File: config.mk
export PLATFORM = sky130hd
export DESIGN_NAME = deserializer_fsm
export DESIGN_NICKNAME = d
export VERILOG_FILES = /design/src/rtl/deserializer_fsm.sv
export SDC_FILE = /design/constraint.sdc
export NUM_CORES = 1
export LEC_CHECK = 0
export CORE_ASPECT_RATIO = 1.25
export CORE_UTILIZATION = 62
export CTS_BUF_LIST = sky130_fd_sc_hd__clkbuf_4 sky130_fd_sc_hd__clkbuf_8
export DETAILED_ROUTE_END_ITERATION = 8
export GPL_TIMING_DRIVEN = 0
export PLACE_DENSITY = 0.94
export RECOVER_POWER = 100
export SYNTH_ARGS = -nofsm -noshare
export SYNTH_HDL_FRONTEND = slang
export SYNTH_SLANG_ARGS = --single-unit
File: constraint.sdc
create_clock -name i_clk -period 4.1 [get_ports i_clk]
set_input_delay 0.82 -clock i_clk [delete_from_list [all_inputs] [get_ports i_clk]]
set_output_delay 0.82 -clock i_clk [all_outputs]
set_load 0.02 [all_outputs]
File: src/rtl/deserializer_fsm.sv
// rtl/deserializer_fsm.sv - serial-to-parallel word assembler with a ready/valid output handshake
// Bits are accepted while o_ready is high; a finished word is held until the downstream consumer takes it.
module deserializer_fsm #(
  parameter int LENGTH    = 24,
  parameter bit MSB_FIRST = 1'b0
) (
  input  logic              i_clk,
  input  logic              i_rst,
  input  logic              i_en,
  input  logic              i_din,
  input  logic              i_din_valid,
  output logic              o_ready,
  output logic [LENGTH-1:0] ov_dout,
  output logic              o_dout_valid,
  input  logic              i_ready,
  output logic              o_overrun
);

  localparam int CW = $clog2(LENGTH);

  typedef enum logic [1:0] {
    IDLE  = 2'd0,
    SHIFT = 2'd1,
    VALID = 2'd2
  } state_t;

  state_t            r_state;
  logic [CW-1:0]     r_cnt;
  logic [LENGTH-1:0] r_word;
  logic [LENGTH-1:0] r_dout;
  logic              r_dout_valid;
  logic              r_overrun;

  logic              w_accept;
  logic              w_last;
  logic [CW-1:0]     w_pos;
  logic [LENGTH-1:0] w_word_next;

  // i_rst is folded in so o_ready reads 0 during reset without waiting for a clock.
  assign o_ready      = i_rst & i_en & (r_state != VALID);
  assign w_accept     = i_din_valid & o_ready;
  assign w_last       = (r_cnt == CW'(LENGTH - 1));
  assign w_pos        = MSB_FIRST ? (CW'(LENGTH - 1) - r_cnt) : r_cnt;

  assign ov_dout      = r_dout;
  assign o_dout_valid = r_dout_valid;
  assign o_overrun    = r_overrun;

  // Partial word with the incoming bit merged in, so the final bit lands directly in r_dout.
  always_comb begin
    w_word_next        = r_word;
    w_word_next[w_pos] = i_din;
  end

  always_ff @(posedge i_clk or negedge i_rst) begin
    if (!i_rst) begin
      r_state      <= IDLE;
      r_cnt        <= '0;
      r_word       <= '0;
      r_dout       <= '0;
      r_dout_valid <= 1'b0;
      r_overrun    <= 1'b0;
    end else begin
      r_overrun <= (r_state == VALID) && i_en && i_din_valid;
      case (r_state)
        IDLE, SHIFT: begin
          if (w_accept) begin
            if (w_last) begin
              r_state      <= VALID;
              r_dout       <= w_word_next;
              r_dout_valid <= 1'b1;
              r_cnt        <= '0;
              r_word       <= '0;
            end else begin
              r_state <= SHIFT;
              r_cnt   <= r_cnt + CW'(1);
              r_word  <= w_word_next;
            end
          end
        end
        VALID: begin
          if (i_ready) begin
            r_state      <= IDLE;
            r_dout_valid <= 1'b0;
          end
        end
        default: begin
          r_state      <= IDLE;
          r_dout_valid <= 1'b0;
        end
      endcase
    end
  end

endmodule

# Word-level counts from Yosys, hierarchy flattened
# Index checks and enable logic that the tools add are counted.
dict set report word_totals {
  register_bits 57
  in_bits 6
  out_inout_bits 27
  wordCells 41
}
dict set report op_classes {
  addsub 1
  magnitude_cmp 2
  n_eq_ne 7
  muxes 13
  bitwise_logic 3
  reduce_logical 9
}
# cell count
set op_table {}
lappend op_table {{bitwise mux 24 bit} 1}
lappend op_table {{two-way mux 24 bit} 1}
lappend op_table {{!= test 2 bit, second input constant} 4}
lappend op_table {{< comparator 5 x 6 -> 1 bit, second input constant} 1}
lappend op_table {{two-way mux 2 bit} 3}
lappend op_table {{AND reduction 3 bit} 2}
lappend op_table {{adder 5 x 1 -> 5 bit, second input constant} 1}
lappend op_table {{demux 1 bit (select 5 bit)} 1}
lappend op_table {{equality test 5 bit, second input constant} 1}
lappend op_table {{greater-or-equal comparator 5 x 1 -> 1 bit, second input constant} 1}
lappend op_table {{two-way mux 5 bit} 1}
lappend op_table {{two-way mux 1 bit} 4}
lappend op_table {{case mux 2 bit (2 select lines)} 1}
lappend op_table {{AND reduction 2 bit} 2}
lappend op_table {{AND 1 bit} 3}
lappend op_table {{logical AND 1 bit} 3}
lappend op_table {{equality test 2 x 1 -> 1 bit, second input constant} 1}
lappend op_table {{equality test 2 bit, second input constant} 1}
lappend op_table {{zero test 2 bit} 1}
lappend op_table {{case mux 1 bit (2 select lines)} 1}
lappend op_table {{OR reduction 2 bit} 1}

# Logic depth before layout (Yosys ltp)
# Gate-level depths: netlist of the first run.
dict set report depth {
  depth_word 6
  depth_mapped 7
  mapped_depth_nobuf 5
}

# Worst setup path before layout of the first run
# OpenSTA, ideal clock, no wires.
dict set report synth_timing {
  path_type {input to output}
  startpoint {input port i_rst}
  endpoint {output port o_ready}
  arrival_ns 1.198
  t_required_ns 3.280
  path_slack_ns 2.082
  cell_stages 2
  n_path_buf 0
  cell_sequence {nand2_1 a21oi_1}
}
dict set report synth_between {
  elab_chain_cells 2
}
# item line_no
set synth_lines {}
lappend synth_lines {{start: declaration} 8} ;# input logic i_rst,
lappend synth_lines {{AND 1 bit (2 in a row)} 40} ;# assign o_ready = i_rst & i_en & (r_state != VALID);
lappend synth_lines {{end: declaration} 12} ;# output logic o_ready,
# No other way between the ends.

# Worst setup path in the final report of the first run
# Same ends and word-level chain as after synthesis.

==> summary.txt, run 1 <==
Global routing
  – Gr ovfl total: 0
  – First-pass GRT wire length: 10.6 mm
  – Global Route Usage Sum: 30.5%
  – Largest net degree at the start of global routing: 38
  – Vias in the first global route: 2184
  – Antenna violations before repair: 0

Floorplanning
  – Die width: 61.5 um
  – Starting Density: 65.8%
  – Area of the die: 0.00469 mm^2
  – IO Pins: 33
  – Core ar.: 0.00416 mm^2
  – Row count: 26
  – DIE HEIGHT: 76.3 um

Clock network
  – CTS Hold Buffers Added: 0
  – Worst-skew pair later-pin latency: 0.31 ns
  – Worst-path clk slew: 0.09 ns
  – Clock buffer count from CTS: 5
  – Root buffer cell: clkbuf_8
  – Clock Sinks: 56
  – Post-CTS Setup Repair Bufs: 0
  – Clock Path Buffers: 2
  – CTS tree: yes
  – H-tree depth: 2
  – Post-cts sizing count: 0

Layout
  – ANT cells: 0
  – Final layout net count: 304
  – Area growth, synth to finish: 17.0%
  – Layout cell share with drive strength beyond 1: 11.6%
  – Finished Cell Area: 0.00321 mm^2

Flow run
  – Max Cap Violations: 0

STA
  – Final count of hold timing violations: 0
  – Final setup viols: 0
  – Crit share post-route: 79.8%
  – Setup Skew: 0.00832 ns
  – RSZ-0062 raised after global routing: false
  – TNS Setup: 0 ns
  – Period minus WS final: 3.27 ns
  – Least-Margin Pin Slew: 0.557 ns
  – Fmax: 305 MHz
  – Relative slew slack: 62.9%
  – Max Slew Vio Count: 0

Detailed routing
  – DRT iter0 DRCs: 140
  – Drt drc: 0
  – Final WL: 6.28 mm
  – Final ANT Viol Nets: 0
  – Drt wl/cell: 17.9 um
  – Vias: 2189
  – Vias per std cell: 6.25
  – TritonRoute pass-1 iters: 4

Synth
  – Yosys top cell by area: dfrtp_1
  – Mux contribution to synthesized area: 9.95%
  – Xor/xnor cell area share of the yosys netlist: 0.320%
  – Compound-Gate Fraction of Synth Area: 14.2%
  – Post-synthesis sequential area ratio: 51.1%
  – Top cell type's share of synthesized area: 51.1%
  – Area contributors post-synth: dfrtp_1 51%, mux2i_1 8.0%, o21ai_0 7.7%
  – Commonest cells in the synthesized netlist: 56 x dfrtp_1, 42 x o21ai_0, 30 x nand2_1
  – Syn. warnings: 0
  – Post-Syn Nets: 264
  – Adder-Cell Fraction of Synth Area: 1.83%
  – Mapped Cells: 254
  – Post-synth ARST share: 100%
  – Post-synth EDFFs: 0
  – Count leader, synth: dfrtp_1
  – Syn Std Cell Area: 0.00274 mm^2
  – Synth Flop Type: dfrtp_1
  – Flops & latches, synth: 56
  – Post-Synth Simple-Gate Area: 16.8%
  – Syn Area/Cell: 10.8 um^2
  – Unique masters post-synth: 32
  – Largest family of logic cells by synthesized area: simple AND/OR/NAND/NOR gates

Setup path
  – Worst path required time: 3.28 ns
  – Family with the most delay on the worst path: buffers and inverters
  – Worst EP arrival: 2.45 ns
  – CP Capture Type: output port
  – Crit start category: input pin
  – Max incr delay on CP: 0.68 ns
  – CP Cell Sequence: buf_2 > buf_12 > nand2_1 > a21oi_1 > dlygate4sd3_1
  – R2r startpoint: r_cnt[0]
  – Path type of the worst setup path: input pin to output port
  – Max FO, Critical Path: 37
  – Worst Setup SP: i_rst
  – Number of buffers and inverters on the critical path: 3
  – Register-to-register setup slack: 1.97 ns
  – CP max stage cell: dlygate4sd3_1

Outcome
  – Status: complete, no violations

Placement
  – Area after DPL: 0.00315 mm^2
  – GPL Wtd Cong: 0.898
  – Final HPWL from detailed placement: 4.06 mm
  – Port Buf Inserts: 32

Min path
  – Worst Hold Class: register to register
  – Min-delay src: r_state[0]

Power and ir drop
  – Max IR drop VDD: 0.298 mV
  – Pwr/cell area: 434 mW/mm^2
  – Leak: 0.00149 uW
==> layout make-up <==
type	count	area, um^2
Sequential cell	56	1400
Buffer	23	111
Timing Repair Buffer	33	335
Fill cell	293	957
Inverter	5	18.8
Clock buffer	7	96.3
Tap cell	56	70.1
Multi-Input combinational cell	170	1170
==> placed cells by master, fill, tap and decap left out, types with 2 or more instances in the layout <==
cell and instances:
a21oi_1 3, and4bb_2 10, nand2_1 30, clkbuf_8 7
nand3_1 2, ha_1 4, clkdlybuf4s50_1 3, nand4b_1 8
nor4b_2 4, buf_6 2, dlygate4sd3_1 28, mux2i_1 22
o21ai_0 67, dfrtp_1 56, mux2_2 2, clkbuf_1 15
buf_2 6, mux2_1 2, inv_1 5, o21ai_1 3
==> sequential cells by signal (all words and copies together) (netlist names) <==
register,count
o_dout_valid,1
ov_dout,24
r_state,2
o_overrun,1
r_word,23
r_cnt,5
==> routing by layer <==
metal | track usage, % | wire length (um)
met5 | 0 | 0
met4 | 12.4 | 121
met3 | 6.45 | 364
met2 | 47.6 | 3280
met1 | 40.9 | 2510
==> report_power, final <==
part / total (uW) / leakage, uW / switching (uW) / internal (uW)
clock network: 324 / 0.0000503 / 173 / 151
logic: 392 / 0.000672 / 224 / 168
registers: 674 / 0.000764 / 54.2 / 620
total: 1390 / 0.00149 / 452 / 938
==> cells by family after synthesis <==
| family | after synthesis |
|---|---|
| mux | 26 |
| flops | 56 |
| xor+xnor | 1 |
| simple gates | 63 |
| buf+inv | 28 |
| compound gates | 76 |
| fa+ha+maj | 4 |
==> metrics by stage <==
step	hold WS, ns	setup WS (ns)	cells	util, %	total power, uW
6_report	0.471	0.826	350	77.0	1390
3_5_place_dp	0.456	0.845	343	75.5	1070
4_1_cts	0.471	0.832	350	77.9	1390
2_1_floorplan	0.427	2.08	254	-	956
3_3_place_gp	0.447	-0.774	342	75.2	1040
5_1_grt	0.506	0.697	350	77.0	1450
==> worst paths after layout <==
kind | end | depth (start not counted)
max | o_ready | 5
min | o_overrun | 1
max reg2reg | ov_dout[5] | 7
min reg2reg | o_overrun | 1
max in group asynchronous | r_word[11] | 2
min in group asynchronous | ov_dout[1] | 1
Note: power is estimated with default switching activity, not from simulation.
==> run 2, diff against run 1 <==
--- a/config.mk
+++ b/config.mk
@@ -6,11 +6,11 @@
 export NUM_CORES = 1
 export LEC_CHECK = 0
 export CORE_ASPECT_RATIO = 1.25
-export CORE_UTILIZATION = 62
+export CORE_UTILIZATION = 57
 export CTS_BUF_LIST = sky130_fd_sc_hd__clkbuf_4 sky130_fd_sc_hd__clkbuf_8
 export DETAILED_ROUTE_END_ITERATION = 8
 export GPL_TIMING_DRIVEN = 0
-export PLACE_DENSITY = 0.94
+export PLACE_DENSITY = 0.88
 export RECOVER_POWER = 100
 export SYNTH_ARGS = -nofsm -noshare
 export SYNTH_HDL_FRONTEND = slang
==> constraint.sdc (replaced) <==
create_clock -name i_clk -period 3.4 [get_ports i_clk]
set_input_delay 0.68 -clock i_clk [delete_from_list [all_inputs] [get_ports i_clk]]
set_output_delay 0.68 -clock i_clk [all_outputs]
set_load 0.02 [all_outputs]
==> run 2 against run 1 <==
Effect of this change:
- die area grew 8.5%
- largest power group unchanged
- critical path depth is the same
- sequential power grew 20%
- register-to-register slack lost 0.70 ns
- flip-flop and latch count is the same
- sequential share of layout area shrank 0.051 points
==> summary.txt, run 2 (synthesis results as in run 1) <==
STA
  – Period minus WS final: 2.95 ns
  – Relative slew slack: 64.3% (+1.4 points)
  – Final setup viols: 0 (unchanged)
  – Least-Margin Pin Slew: 0.536 ns (-0.0208 ns)
  – Fin Hold WS: 0.335 ns (-0.135 ns)
  – Setup Skew: 0.00766 ns (-0.000664 ns)
  – RSZ-0062 raised after global routing: false
  – Crit share post-route: 86.9%
  – Final count of hold timing violations: 0 (unchanged)
  – TNS Setup: 0 ns (unchanged)
  – Max Slew Vio Count: 0 (unchanged)
  – Fmax: 339 MHz

Floorplanning
  – Row count: 27 (+3.8%)
  – Core ar.: 0.00449 mm^2 (+7.9%)
  – Die width: 64.0 um (+4.2%)
  – Starting Density: 61.0% (-4.8 points)
  – DIE HEIGHT: 79.5 um (+4.2%)
  – Area of the die: 0.00509 mm^2 (+8.5%)
  – IO Pins: 33 (unchanged)

Setup path
  – Register-to-register setup slack: 1.27 ns (-0.70 ns)
  – Path type of the worst setup path: input pin to output port
  – R2r startpoint: r_cnt[0]
  – CP Capture Type: output port
  – Worst EP arrival: 2.27 ns (-0.18 ns)
  – Crit start category: input pin
  – Worst path required time: 2.72 ns (-0.56 ns)
  – Reg2reg path depth: 7 (unchanged)
  – Max FO, Critical Path: 37 (unchanged)
  – Reg2reg end: ov_dout[4]

Power and ir drop
  – Pwr Total: 1660 uW (+20%)
  – Leak: 0.00149 uW (+0.13%)
  – Pwr/cell area: 518 mW/mm^2 (+19%)
  – Max IR drop VDD: 0.290 mV (-2.9%)

Global routing
  – Antenna violations before repair: 0 (unchanged)
  – Largest net degree at the start of global routing: 38 (unchanged)
  – Gr ovfl total: 0 (unchanged)
  – Vias in the first global route: 2137 (-2.2%)
  – Global Route Usage Sum: 25.6% (-4.9 points)
  – First-pass GRT wire length: 10.0 mm (-5.3%)

Placement
  – GPL Wtd Cong: 0.878 (-2.2%)
  – Area after DPL: 0.00315 mm^2 (about the same)
  – Port Buf Inserts: 32 (unchanged)
  – Final HPWL from detailed placement: 4.06 mm (-0.16%)

Layout
  – Finished Cell Area: 0.00321 mm^2 (+0.12%)
  – Post-layout util: 71.5% (-5.6 points)
  – ANT cells: 0 (unchanged)
  – Max reg flops: 24 (unchanged)
  – Commonest non-fill, non-tap cell in the layout: o21ai_0
  – Final layout net count: 304 (unchanged)
  – Layout cell share with drive strength beyond 1: 11.9% (+0.30 points)
  – Area growth, synth to finish: 17.2%
  – Most frequent cells in the layout: 67 x o21ai_0, 56 x dfrtp_1, 30 x nand2_1

Detailed routing
  – Final ANT Viol Nets: 0 (unchanged)
  – DRT iter0 DRCs: 109 (-22%)
  – Vias: 2100 (-4.1%)
  – Drt wl/cell: 16.5 um (-8.1%)
  – Final WL: 5.82 mm (-7.3%)
  – TritonRoute pass-1 iters: 4 (unchanged)
  – Drt drc: 0 (unchanged)
  – Vias per std cell: 5.95 (-4.9%)

Outcome
  – Status: complete, no violations

Clock network
  – CTS Hold Buffers Added: 0 (unchanged)
  – Worst-path clk slew: 0.10 ns (about the same)
  – Clock buffer count from CTS: 5 (unchanged)
  – Root buffer cell: clkbuf_8
  – Worst-skew pair later-pin latency: 0.31 ns (about the same)
  – Clock Sinks: 56 (unchanged)
  – Post-CTS Setup Repair Bufs: 0 (unchanged)
  – Post-cts sizing count: 0 (unchanged)
  – Clock Path Buffers: 2 (unchanged)
  – CTS tree: yes
  – H-tree depth: 2 (unchanged)

Min path
  – Worst Hold Class: input pin to asynchronous set/reset pin

Flow run
  – Max Cap Violations: 0 (unchanged)
run 2: cell types whose count changed in the layout (fill, tap and decap cells not counted):
cell and change:
clkbuf_4 +2, clkbuf_8 -1
run 2: cell type report:
type	instances	area (um^2)
multi-input cells	170	1170
fillers	335	1280
plain buffers	23	111
well taps	58	72.6
flip-flops and latches	56	1400
repair buffers	33	335
clock buffers	8	97.6
inverters	5	18.8
run 2: where the power goes:
group / switching, uW / total (uW) / internal, uW
Clock: 211 / 393 / 183
Sequential: 63.6 / 811 / 747
Combinational: 257 / 458 / 201
run 2: critical path, stage by stage:
cell	delay [ns]
buf_2	0.43
buf_12	0.28
nand2_1	0.07
a21oi_1	0.11
dlygate4sd3_1	0.68
run 2: per-layer routing:
| metal | GRT usage (%) | up-vias | part of all wire (%) |
|---|---|---|---|
| li1 | - | 989 | - |
| met1 | 32.8 | 1040 | 42 |
| met3 | 3.86 | 10 | 4.6 |
| met4 | 10.5 | 0 | 1.3 |
| met2 | 43.3 | 61 | 52 |
| met5 | 0 | - | 0 |
run 2: metrics by stage:
stage	std cells	setup slack, ns
2_1_floorplan	254	1.66
3_3_place_gp	344	-1.19
3_5_place_dp	345	0.456
4_1_cts	353	0.439
5_1_grt	353	0.270
6_report	353	0.446
run 2: worst max-delay path by stage:
stage | from | endpoint | slack [ns]
after floorplan | i_rst | o_ready | 1.66
after global placement | i_rst | o_ready | -1.19
after detailed placement | i_rst | o_ready | 0.46
after CTS | i_rst | o_ready | 0.44
after global routing | i_rst | o_ready | 0.27
final | i_rst | o_ready | 0.45
==> run 3, diff against run 2 <==
--- a/config.mk
+++ b/config.mk
@@ -5,7 +5,7 @@
 export SDC_FILE = /design/constraint.sdc
 export NUM_CORES = 1
 export LEC_CHECK = 0
-export CORE_ASPECT_RATIO = 1.25
+export CORE_ASPECT_RATIO = 0.5
 export CORE_UTILIZATION = 57
 export CTS_BUF_LIST = sky130_fd_sc_hd__clkbuf_4 sky130_fd_sc_hd__clkbuf_8
 export DETAILED_ROUTE_END_ITERATION = 8
==> run 3 against run 2 <==
Effect of this change:
- the flow now finishes with violations (max-capacitance violations, max-slew violations)
- combinational power rose by 2%
- count of clock-buffer cells in the layout fell by 3
- die area rose by 0.29%
- largest cell class unchanged
- highest routed layer unchanged
==> summary.txt, run 3 (synthesis results as in run 1) <==
Setup path
  – R2r startpoint: r_cnt[0]
  – Worst EP arrival: 2.16 ns (-0.11 ns)
  – CP Capture Type: output port
  – CP Cell Sequence: dlygate4sd3_1 > nand2_1 > a21oi_1 > dlygate4sd3_1
  – Critical Path Most Common Cell: dlygate4sd3_1
  – Path type of the worst setup path: input pin to output port
  – Reg2reg end: ov_dout[22]
  – Max FO, Critical Path: 5 (-86%)
  – Family with the most delay on the worst path: buffers and inverters
  – CP max stage cell: dlygate4sd3_1
  – Reg2reg path depth: 7 (unchanged)
  – Worst path required time: 2.72 ns (about the same)
  – Register-to-register setup slack: 1.23 ns (-0.04 ns)
  – Max incr delay on CP: 0.68 ns (about the same)
  – Crit start category: input pin
  – Number of buffers and inverters on the critical path: 2 (-1)

Power and ir drop
  – Pwr/cell area: 532 mW/mm^2 (+2.8%)
  – Leak: 0.00148 uW (-0.23%)
  – Max IR drop VDD: 0.298 mV (+3.0%)

Floorplanning
  – IO Pins: 33 (unchanged)
  – DIE HEIGHT: 51.0 um (-36%)
  – Core ar.: 0.00451 mm^2 (+0.36%)
  – Row count: 17 (-37%)
  – Die width: 100 um (+56%)
  – Starting Density: 60.8% (-0.22 points)
  – Area of the die: 0.00511 mm^2 (+0.29%)

Global routing
  – Antenna violations before repair: 0 (unchanged)
  – Global Route Usage Sum: 27.1% (+1.4 points)
  – Vias in the first global route: 2178 (+1.9%)
  – First-pass GRT wire length: 10.4 mm (+3.5%)
  – Largest net degree at the start of global routing: 32 (-16%)
  – Gr ovfl total: 0 (unchanged)

STA
  – Least-Margin Pin Slew: 1.63 ns (+1.10 ns)
  – Fin Hold WS: 0.374 ns (+0.0385 ns)
  – Final setup viols: 0 (unchanged)
  – Crit share post-route: 83.4% (-3.4 points)
  – Relative slew slack: -8.88% (-73 points)
  – Setup Skew: 0.00333 ns (-0.00433 ns)
  – Fmax: 352 MHz (+4.1%)
  – Period minus WS final: 2.84 ns (-0.116 ns)
  – Max Slew Vio Count: 31 (+31)
  – Final count of hold timing violations: 0 (unchanged)
  – RSZ-0062 raised after global routing: false

Clock network
  – Clock buffer count from CTS: 5 (unchanged)
  – Post-cts sizing count: 0 (unchanged)
  – Worst-skew pair later-pin latency: 0.31 ns (about the same)
  – Worst-path clk slew: 0.10 ns (about the same)
  – CTS Hold Buffers Added: 0 (unchanged)
  – Post-CTS Setup Repair Bufs: 0 (unchanged)
  – Clock Sinks: 56 (unchanged)
  – H-tree depth: 2 (unchanged)
  – Clock Path Buffers: 2 (unchanged)
  – CTS tree: yes
  – Root buffer cell: clkbuf_8

Layout
  – Commonest non-fill, non-tap cell in the layout: o21ai_0
  – Post-layout util: 71.4% (about the same)
  – Layout Cells excl Fill: 361 (+2.3%)
  – Fillers: 336 (+0.30%)
  – Most frequent cells in the layout: 68 x o21ai_0, 56 x dfrtp_1, 30 x nand2_1
  – Max reg flops: 24 (unchanged)
  – ANT cells: 0 (unchanged)
  – Finished Cell Area: 0.00322 mm^2 (+0.27%)
  – Area growth, synth to finish: 17.5%
  – Layout cell share with drive strength beyond 1: 11.9% (unchanged)
  – Final layout net count: 304 (unchanged)

Placement
  – GPL Wtd Cong: 0.893 (+1.7%)
  – Area after DPL: 0.00316 mm^2 (+0.32%)
  – Final HPWL from detailed placement: 4.26 mm (+5.0%)
  – Dpl cells: 353 (+2.3%)
  – Port Buf Inserts: 32 (unchanged)

Detailed routing
  – Final WL: 6.13 mm (+5.3%)
  – TritonRoute pass-1 iters: 4 (unchanged)
  – Drt drc: 0 (unchanged)
  – Final ANT Viol Nets: 0 (unchanged)
  – Vias: 2175 (+3.6%)
  – Vias per std cell: 6.02 (+1.3%)
  – Drt wl/cell: 17.0 um (+3.0%)
  – DRT iter0 DRCs: 189 (+73%)

Outcome
  – Failing checks: max-capacitance violations, max-slew violations
  – Status: finished with violations

Flow run
  – Max Cap Violations: 1 (+1)

Min path
  – Worst Hold Class: input pin to asynchronous set/reset pin
## run 3: changes by cell type in the layout (fill, tap and decap cells not counted)
cell | before | now
clkinvlp_4 | 0 | 1
o21ai_0 | 67 | 68
clkbuf_4 | 2 | 0
buf_12 | 1 | 0
o21ai_1 | 3 | 2
clkbuf_2 | 0 | 1
clkinv_2 | 0 | 1
bufinv_16 | 0 | 1
clkbuf_8 | 6 | 5
## run 3: worst max-delay path by stage
| stage | from | end | depth (start not counted) |
|---|---|---|---|
| finish | i_en | o_ready | 4 |
| global route | i_rst | o_ready | 4 |
| CTS | i_rst | o_ready | 4 |
| detailed placement | i_rst | o_ready | 4 |
| global placement | i_rst | o_ready | 4 |
| floorplan | i_rst | o_ready | 2 |
## run 3: power by group
part | leakage, uW | internal, uW | total [uW] | switching (uW)
Sequential | 0.000764 | 747 | 806 | 59.1
Clock | 0.0000541 | 218 | 443 | 225
Combinational | 0.000667 | 200 | 465 | 265
## run 3: cell type report
class,count,area [um^2],share of cell area [%]
multi-input combinational,170,1170,36.5
sequential,56,1400,43.5
buffer,23,113,3.50
timing repair buffer,33,319,9.91
tap,66,82.6,2.57
clock buffer,5,68.8,2.14
inverter,5,18.8,0.583
clock inverter,3,42.5,1.32
## run 3: layer usage
metal	up-vias	part of all wire (%)	track usage, %
li1	987	-	-
met1	1104	46	36.9
met2	74	48	43.2
met3	10	4.9	4.79
met4	0	1.2	12.1
met5	-	0	0
## run 3: stage by stage
stage / TNS (ns) / power, uW / worst slack, ns
final: 0 / 1710 / 0.563
after global routing: 0 / 1800 / 0.469
after CTS: 0 / 1720 / 0.602
after detailed placement: 0 / 1290 / 0.595
after global placement: -46.18 / 1250 / -1.19
after floorplan: 0 / 1150 / 1.66
